**config.mk**
```make
export PLATFORM = sky130hd
export DESIGN_NAME = sobel_edge_pipe_flat
export DESIGN_NICKNAME = d
export VERILOG_FILES = /design/src/rtl/sobel_edge_pipe_if.sv /design/src/rtl/sobel_edge_pipe.sv /design/src/flat_wrapper.sv
export SDC_FILE = /design/constraint.sdc
export NUM_CORES = 1
export LEC_CHECK = 0
export ABC_CLOCK_PERIOD_IN_PS = 22000
export CORE_AREA = 8 8 135 137
export DETAILED_ROUTE_END_ITERATION = 12
export DIE_AREA = 0 0 143 145
export GPL_TIMING_DRIVEN = 0
export HOLD_SLACK_MARGIN = 0.15
export PLACE_DENSITY_LB_ADDON = 0.12
export SETUP_SLACK_MARGIN = 0.05
export SLEW_MARGIN = 0
export SYNTH_ARGS = -nofsm -noshare
export SYNTH_HDL_FRONTEND = slang
export SYNTH_SLANG_ARGS = --single-unit
```
**constraint.sdc**
```tcl
create_clock -name clk -period 22 [get_ports clk]
set_clock_uncertainty 0.2 [all_clocks]
set_input_delay 2.2 -clock clk [delete_from_list [all_inputs] [get_ports clk]]
set_output_delay 2.2 -clock clk [all_outputs]
set_load 0.1 [all_outputs]
```
**src/rtl/sobel_edge_pipe_if.sv**
```systemverilog
`default_nettype none
// ============================================================================
// Module   : sobel_edge_pipe_if
// Brief    : Window-in / edge-out handshake bundle for the Sobel edge pipeline.
// Revision : 1.0 - initial release
// ============================================================================
interface sobel_edge_pipe_if #(
    parameter int PIXEL_W = 4,
    parameter int OUT_W   = 2
);
    localparam int MAG_W = PIXEL_W + 3;

    logic                   in_valid;
    logic                   in_ready;
    logic [9*PIXEL_W-1:0]   pixel_data;
    logic                   thresh_mode;
    logic [MAG_W-1:0]       threshold;
    logic [OUT_W-1:0]       edge_val;
    logic                   edge_valid;
    logic                   edge_ready;

    modport master (
        output in_valid, pixel_data, thresh_mode, threshold, edge_ready,
        input  in_ready, edge_val, edge_valid
    );

    modport slave (
        input  in_valid, pixel_data, thresh_mode, threshold, edge_ready,
        output in_ready, edge_val, edge_valid
    );
endinterface
`default_nettype wire

```
**src/rtl/sobel_edge_pipe.sv**
```systemverilog
`default_nettype none
// ============================================================================
// Module   : sobel_edge_pipe
// Brief    : 4-stage 3x3 Sobel gradient-magnitude engine with valid/ready flow.
// Revision : 1.0 - initial release
// ============================================================================
module sobel_edge_pipe #(
    parameter int PIXEL_W = 4,
    parameter int OUT_W   = 2
) (
    input  wire logic         clk,
    input  wire logic         reset,
    sobel_edge_pipe_if.slave  bus
);
    localparam int SUM_W = PIXEL_W + 2;
    localparam int SQ_W  = 2 * SUM_W + 1;
    localparam int MAG_W = PIXEL_W + 3;

    logic                 w_stall;
    logic [3:0]           r_valid;
    logic [PIXEL_W-1:0]   w_px [9];
    logic [SUM_W-1:0]     w_row0, w_row2, w_col0, w_col2;
    logic [SUM_W-1:0]     r_row0, r_row2, r_col0, r_col2;
    logic [SUM_W-1:0]     r_gx, r_gy;
    logic [SQ_W-1:0]      w_sq, r_sq;
    logic                 r_mode1, r_mode2, r_mode3;
    logic [MAG_W-1:0]     r_thr1, r_thr2, r_thr3;
    logic [MAG_W-1:0]     w_root, w_trial;
    logic [2*MAG_W-1:0]   w_trialSq, w_sqWide;
    logic [OUT_W-1:0]     w_scaled, w_edgeNext, r_edgeVal;

    always_comb begin
        for (int i = 0; i < 9; i++) begin
            w_px[i] = bus.pixel_data[i*PIXEL_W +: PIXEL_W];
        end
    end

    // Pixel index is 3*row + col; centre taps carry weight 2.
    assign w_row0 = SUM_W'(w_px[0]) + (SUM_W'(w_px[1]) << 1) + SUM_W'(w_px[2]);
    assign w_row2 = SUM_W'(w_px[6]) + (SUM_W'(w_px[7]) << 1) + SUM_W'(w_px[8]);
    assign w_col0 = SUM_W'(w_px[0]) + (SUM_W'(w_px[3]) << 1) + SUM_W'(w_px[6]);
    assign w_col2 = SUM_W'(w_px[2]) + (SUM_W'(w_px[5]) << 1) + SUM_W'(w_px[8]);

    assign w_sq = SQ_W'(r_gx) * SQ_W'(r_gx) + SQ_W'(r_gy) * SQ_W'(r_gy);

    // Greedy bit-by-bit floor(sqrt): keep each root bit whose square still fits.
    assign w_sqWide = {{(2*MAG_W-SQ_W){1'b0}}, r_sq};
    always_comb begin
        w_root    = '0;
        w_trial   = '0;
        w_trialSq = '0;
        for (int b = MAG_W - 1; b >= 0; b--) begin
            w_trial   = w_root | (MAG_W'(1) << b);
            w_trialSq = {{MAG_W{1'b0}}, w_trial} * {{MAG_W{1'b0}}, w_trial};
            if (w_trialSq <= w_sqWide) begin
                w_root = w_trial;
            end
        end
    end

    generate
        if (OUT_W < MAG_W) begin : g_scaleShift
            assign w_scaled = OUT_W'(w_root >> (MAG_W - OUT_W));
        end else begin : g_scaleExtend
            assign w_scaled = OUT_W'(w_root);
        end
    endgenerate

    assign w_edgeNext = r_mode3 ? {OUT_W{w_root >= r_thr3}} : w_scaled;

    assign w_stall        = r_valid[3] && !bus.edge_ready;
    assign bus.in_ready   = !w_stall;
    assign bus.edge_valid = r_valid[3];
    assign bus.edge_val   = r_edgeVal;

    // Data registers only load behind a valid token, so bubbles never disturb them.
    always_ff @(posedge clk or posedge reset) begin
        if (reset) begin
            r_valid   <= '0;
            r_row0    <= '0;
            r_row2    <= '0;
            r_col0    <= '0;
            r_col2    <= '0;
            r_mode1   <= 1'b0;
            r_thr1    <= '0;
            r_gx      <= '0;
            r_gy      <= '0;
            r_mode2   <= 1'b0;
            r_thr2    <= '0;
            r_sq      <= '0;
            r_mode3   <= 1'b0;
            r_thr3    <= '0;
            r_edgeVal <= '0;
        end else if (!w_stall) begin
            r_valid <= {r_valid[2:0], bus.in_valid};
            if (bus.in_valid) begin
                r_row0  <= w_row0;
                r_row2  <= w_row2;
                r_col0  <= w_col0;
                r_col2  <= w_col2;
                r_mode1 <= bus.thresh_mode;
                r_thr1  <= bus.threshold;
            end
            if (r_valid[0]) begin
                r_gy    <= (r_row0 >= r_row2) ? (r_row0 - r_row2) : (r_row2 - r_row0);
                r_gx    <= (r_col0 >= r_col2) ? (r_col0 - r_col2) : (r_col2 - r_col0);
                r_mode2 <= r_mode1;
                r_thr2  <= r_thr1;
            end
            if (r_valid[1]) begin
                r_sq    <= w_sq;
                r_mode3 <= r_mode2;
                r_thr3  <= r_thr2;
            end
            if (r_valid[2]) begin
                r_edgeVal <= w_edgeNext;
            end
        end
    end
endmodule
`default_nettype wire

```
**src/flat_wrapper.sv**
```systemverilog
// flat-port wrapper written by rule: the top's interface ports become plain ports
module sobel_edge_pipe_flat 
#(
    parameter int PIXEL_W = 4,
    parameter int OUT_W   = 2
)
  (clk, reset, bus_in_valid, bus_pixel_data, bus_thresh_mode, bus_threshold, bus_edge_ready, bus_in_ready, bus_edge_val, bus_edge_valid);
  sobel_edge_pipe_if #(.PIXEL_W(PIXEL_W), .OUT_W(OUT_W)) bus_i ();
  input  wire logic clk;
  input  wire logic reset;
  input wire logic [$bits(bus_i.in_valid)-1:0] bus_in_valid;
  input wire logic [$bits(bus_i.pixel_data)-1:0] bus_pixel_data;
  input wire logic [$bits(bus_i.thresh_mode)-1:0] bus_thresh_mode;
  input wire logic [$bits(bus_i.threshold)-1:0] bus_threshold;
  input wire logic [$bits(bus_i.edge_ready)-1:0] bus_edge_ready;
  output wire logic [$bits(bus_i.in_ready)-1:0] bus_in_ready;
  output wire logic [$bits(bus_i.edge_val)-1:0] bus_edge_val;
  output wire logic [$bits(bus_i.edge_valid)-1:0] bus_edge_valid;
  assign bus_i.in_valid = bus_in_valid;
  assign bus_i.pixel_data = bus_pixel_data;
  assign bus_i.thresh_mode = bus_thresh_mode;
  assign bus_i.threshold = bus_threshold;
  assign bus_i.edge_ready = bus_edge_ready;
  assign bus_in_ready = bus_i.in_ready;
  assign bus_edge_val = bus_i.edge_val;
  assign bus_edge_valid = bus_i.edge_valid;
  sobel_edge_pipe #(.PIXEL_W(PIXEL_W), .OUT_W(OUT_W)) u_core (.clk(clk), .reset(reset), .bus(bus_i));
endmodule
```
==> flow_summary.json <==
{
  "hold_class": "reg -> reg",
  "yosysUniqueCellTypes": 51,
  "avgSynthCellArea_sq_um": 9.87,
  "io_buffers": 47,
  "core_area_sq_um": 16200,
  "rr_worst_depth": 79,
  "hold-path-cell-count": 2,
  "grt-ovfl-total": 0,
  "numCtsBuffers": 9,
  "outcome": "completed",
  "dp_cells": 1229,
  "cts_tree": "built",
  "synth_ff_type": "dfrtp_1",
  "syn-cell-area_sq_um": 9480,
  "synth_seq_cells": 79,
  "die_h_um": 145,
  "cp.required_ns": 22.02,
  "cp-start-kind": "flip-flop",
  "vias_per_cell": 5.42,
  "clk_pin_slew_ns": 0.06,
  "first_pass_iters": 5,
  "synth_edf_count": 0,
  "htreeDepth": 3,
  "timing.rr.end": "u_core.bus.edge_val[0]",
  "setup_viol": 0,
  "path_class": "reg -> reg",
  "initial_core_util": 0.586,
  "arrival_ns": 20.55,
  "crit_fanout": 14,
  "synth_nets": 1267,
  "gp_congestion": 0.849,
  "grt_pass1_wl_um": 33500,
  "path_common_cell": "ha_1",
  "synth_top_area_frac": 0.236,
  "tightest_slew_ns": 0.973,
  "place_hpwl_um": 16000,
  "yosys_warnings": 0,
  "final_min_period_over_clock_period": 0.933,
  "rr_startpoint": "u_core.r_sq[11]",
  "reg2reg_slack_ns": 1.47,
  "layout_min_cycle_time_ns": 20.53,
  "critPathMaxStageDelay_ns": 0.54,
  "antenna_found_initial": 0,
  "hp-start": "u_core.r_valid[0]",
  "insertion_delay_ns": 0.34,
  "yosysMostFrequentCell": "ha_1",
  "layout-drive-gt1-share": 0.0756,
  "cts.sinks": 79,
  "rows": 47,
  "end_kind": "flip-flop",
  "syn_inst": 961,
  "first_global_vias": 7070,
  "ctsLongestPathBuffers": 2,
  "drc": 0,
  "cpMaxStageDelayCell": "or4_2",
  "grt_max_degree": 71,
  "antenna_left": 0,
  "via_count": 6790,
  "synth_top_area_cell": "ha_1",
  "min_to": "u_core.r_valid[0]",
  "max_freq_ghz": 0.0487,
  "hold_viol": 0,
  "drtIter0Drc": 246,
  "io_pins": 52,
  "track_usage": 0.199,
  "final_nets": 1333,
  "diodes": 0,
  "max_slew_margin": 0.349,
  "rsz0062_at_grt": "no",
  "wl_per_cell_um": 15.5,
  "synth_area_leaders": "ha_1 24%, dfrtp_1 21%, fa_1 17%, inv_1 5.0%, mux2_2 4.7%",
  "max-cap-violations": 0,
  "stdcell_count": 1252,
  "drt-total-wl_um": 19400,
  "synth-async-reset-ratio": 1.00,
  "yosysSeqAreaShare": 0.208,
  "dieWidth_um": 143,
  "fill_cells": 1362,
  "drv_slew": 0,
  "synthTopCellsByCount": "179 x ha_1, 127 x inv_1, 79 x dfrtp_1, 79 x fa_1, 78 x nand2_1",
  "die-area_sq_um": 20700,
  "cts.root.buffer_cell": "clkbuf_16",
  "syn2layout_area_growth_pct": 12.4
}
[what timing repair did]
| action | 4_1_cts | 5_1_grt |
|---|---|---|
| endpoints found under the setup margin | 2 | 2 |
| buffers inserted | 0 | 7 |
| cloned | 0 | 0 |
| gates resized for setup | 2 | 5 |
| hold buffers | 0 | 0 |
| pin swaps | 0 | 2 |
[worst max-delay path, delay by kind of cell (launching register included)]
| kind | cells | cell delay, ns |
|---|---|---|
| and+or+nand+nor | 17 | 3.00 |
| AOI/OAI and AO/OA | 20 | 4.91 |
| xor gates and xnor gates | 5 | 0.70 |
| buffers and inverters | 9 | 1.10 |
| adders and majority gates | 28 | 10.10 |
| DFF | 1 | 0.38 |
[layer usage]
| layer | vias to the layer above | track usage | part of all wire |
|---|---|---|---|
| li1 | 3378 | - | - |
| met4 | 0 | 0.0409 | 0.011 |
| met2 | 123 | 0.319 | 0.46 |
| met5 | - | 0 | 0 |
| met3 | 16 | 0.0299 | 0.043 |
| met1 | 3273 | 0.278 | 0.48 |
[cell type report]
cell class | instances | area, sq um | share of cell area
timing repair buffer | 55 | 551 | 0.0517
inverter | 127 | 479 | 0.0450
tap | 220 | 275 | 0.0258
multi-input combinational | 737 | 7000 | 0.657
sequential | 79 | 1980 | 0.186
buffer | 18 | 68.8 | 0.00646
clock buffer | 10 | 239 | 0.0224
clock inverter | 6 | 68.8 | 0.00646
[cells in the final DEF, fill, tap and decap left out, types with 2 or more instances in the layout]
cell type,Yosys,layout
a211oi_1,8,8
a21boi_0,2,2
a21o_1,17,17
a21oi_1,34,33
a221oi_1,4,4
a22oi_1,2,2
a31oi_1,4,4
and2_1,29,29
buf_4,0,7
clkbuf_1,18,17
clkbuf_16,0,9
clkdlybuf4s50_1,0,47
clkinv_4,0,2
dfrtp_1,79,79
fa_1,79,79
ha_1,179,179
inv_1,127,126
mux2_2,40,40
mux2i_1,11,11
nand2_1,78,78
nand2b_1,9,9
nand3_1,7,7
nand3b_1,4,4
nand4_1,6,6
nor2_1,29,29
nor2b_1,16,16
nor3_1,11,11
nor4_1,2,2
o21a_1,3,3
o21ai_0,63,63
o21bai_1,8,8
o221ai_1,2,2
or2_2,2,2
or3_1,3,3
or4_4,3,3
xnor2_1,37,37
xor2_1,26,26
[sequential cells by signal (all words and copies together) (netlist names), 7 cells and up]
register / count
u_core.r_thr2: 7
u_core.r_thr3: 7
u_core.r_thr1: 7
u_core.r_sq: 13
[worst max-delay path by stage]
stage | slack, ns | to | startpoint | cells after the start
after floorplan | 2.79 | u_core.bus.edge_val[1] | u_core.r_sq[11] | 78
after global placement | -0.48 | u_core.bus.edge_val[0] | u_core.r_sq[11] | 79
after detailed placement | -0.80 | u_core.bus.edge_val[1] | u_core.r_sq[11] | 79
after CTS | 0.14 | u_core.bus.edge_val[0] | u_core.r_sq[10] | 79
after global routing | 0.06 | u_core.bus.edge_val[1] | u_core.r_sq[11] | 87
final | 1.47 | u_core.bus.edge_val[0] | u_core.r_sq[11] | 79
[kinds of logic after synthesis]
logic type                 synth area share
muxes                                0.0591
and+or+nand+nor                       0.107
xor gates and xnor gates             0.0599
buffers and inverters                0.0574
AOI/OAI and AO/OA                     0.105
adders and majority gates             0.403
DFF                                   0.208
[per-stage QoR]
step	worst slack [ns]	utilization	cell area (sq um)	TNS, ns	hold WS (ns)
3_3_place_gp	-0.481	0.632	10200	-0.957	0.259
5_1_grt	0.0614	0.659	10700	0	0.306
6_report	1.47	0.659	10700	0	0.282
4_1_cts	0.135	0.654	10600	0	0.279
3_5_place_dp	-0.798	0.634	10300	-1.59	0.264
2_1_floorplan	2.79	-	9480	0	0.247
Power is left out: the tool's default activity adds up to more than one toggle a clock period on the data nets, which glitch-free logic cannot reach.
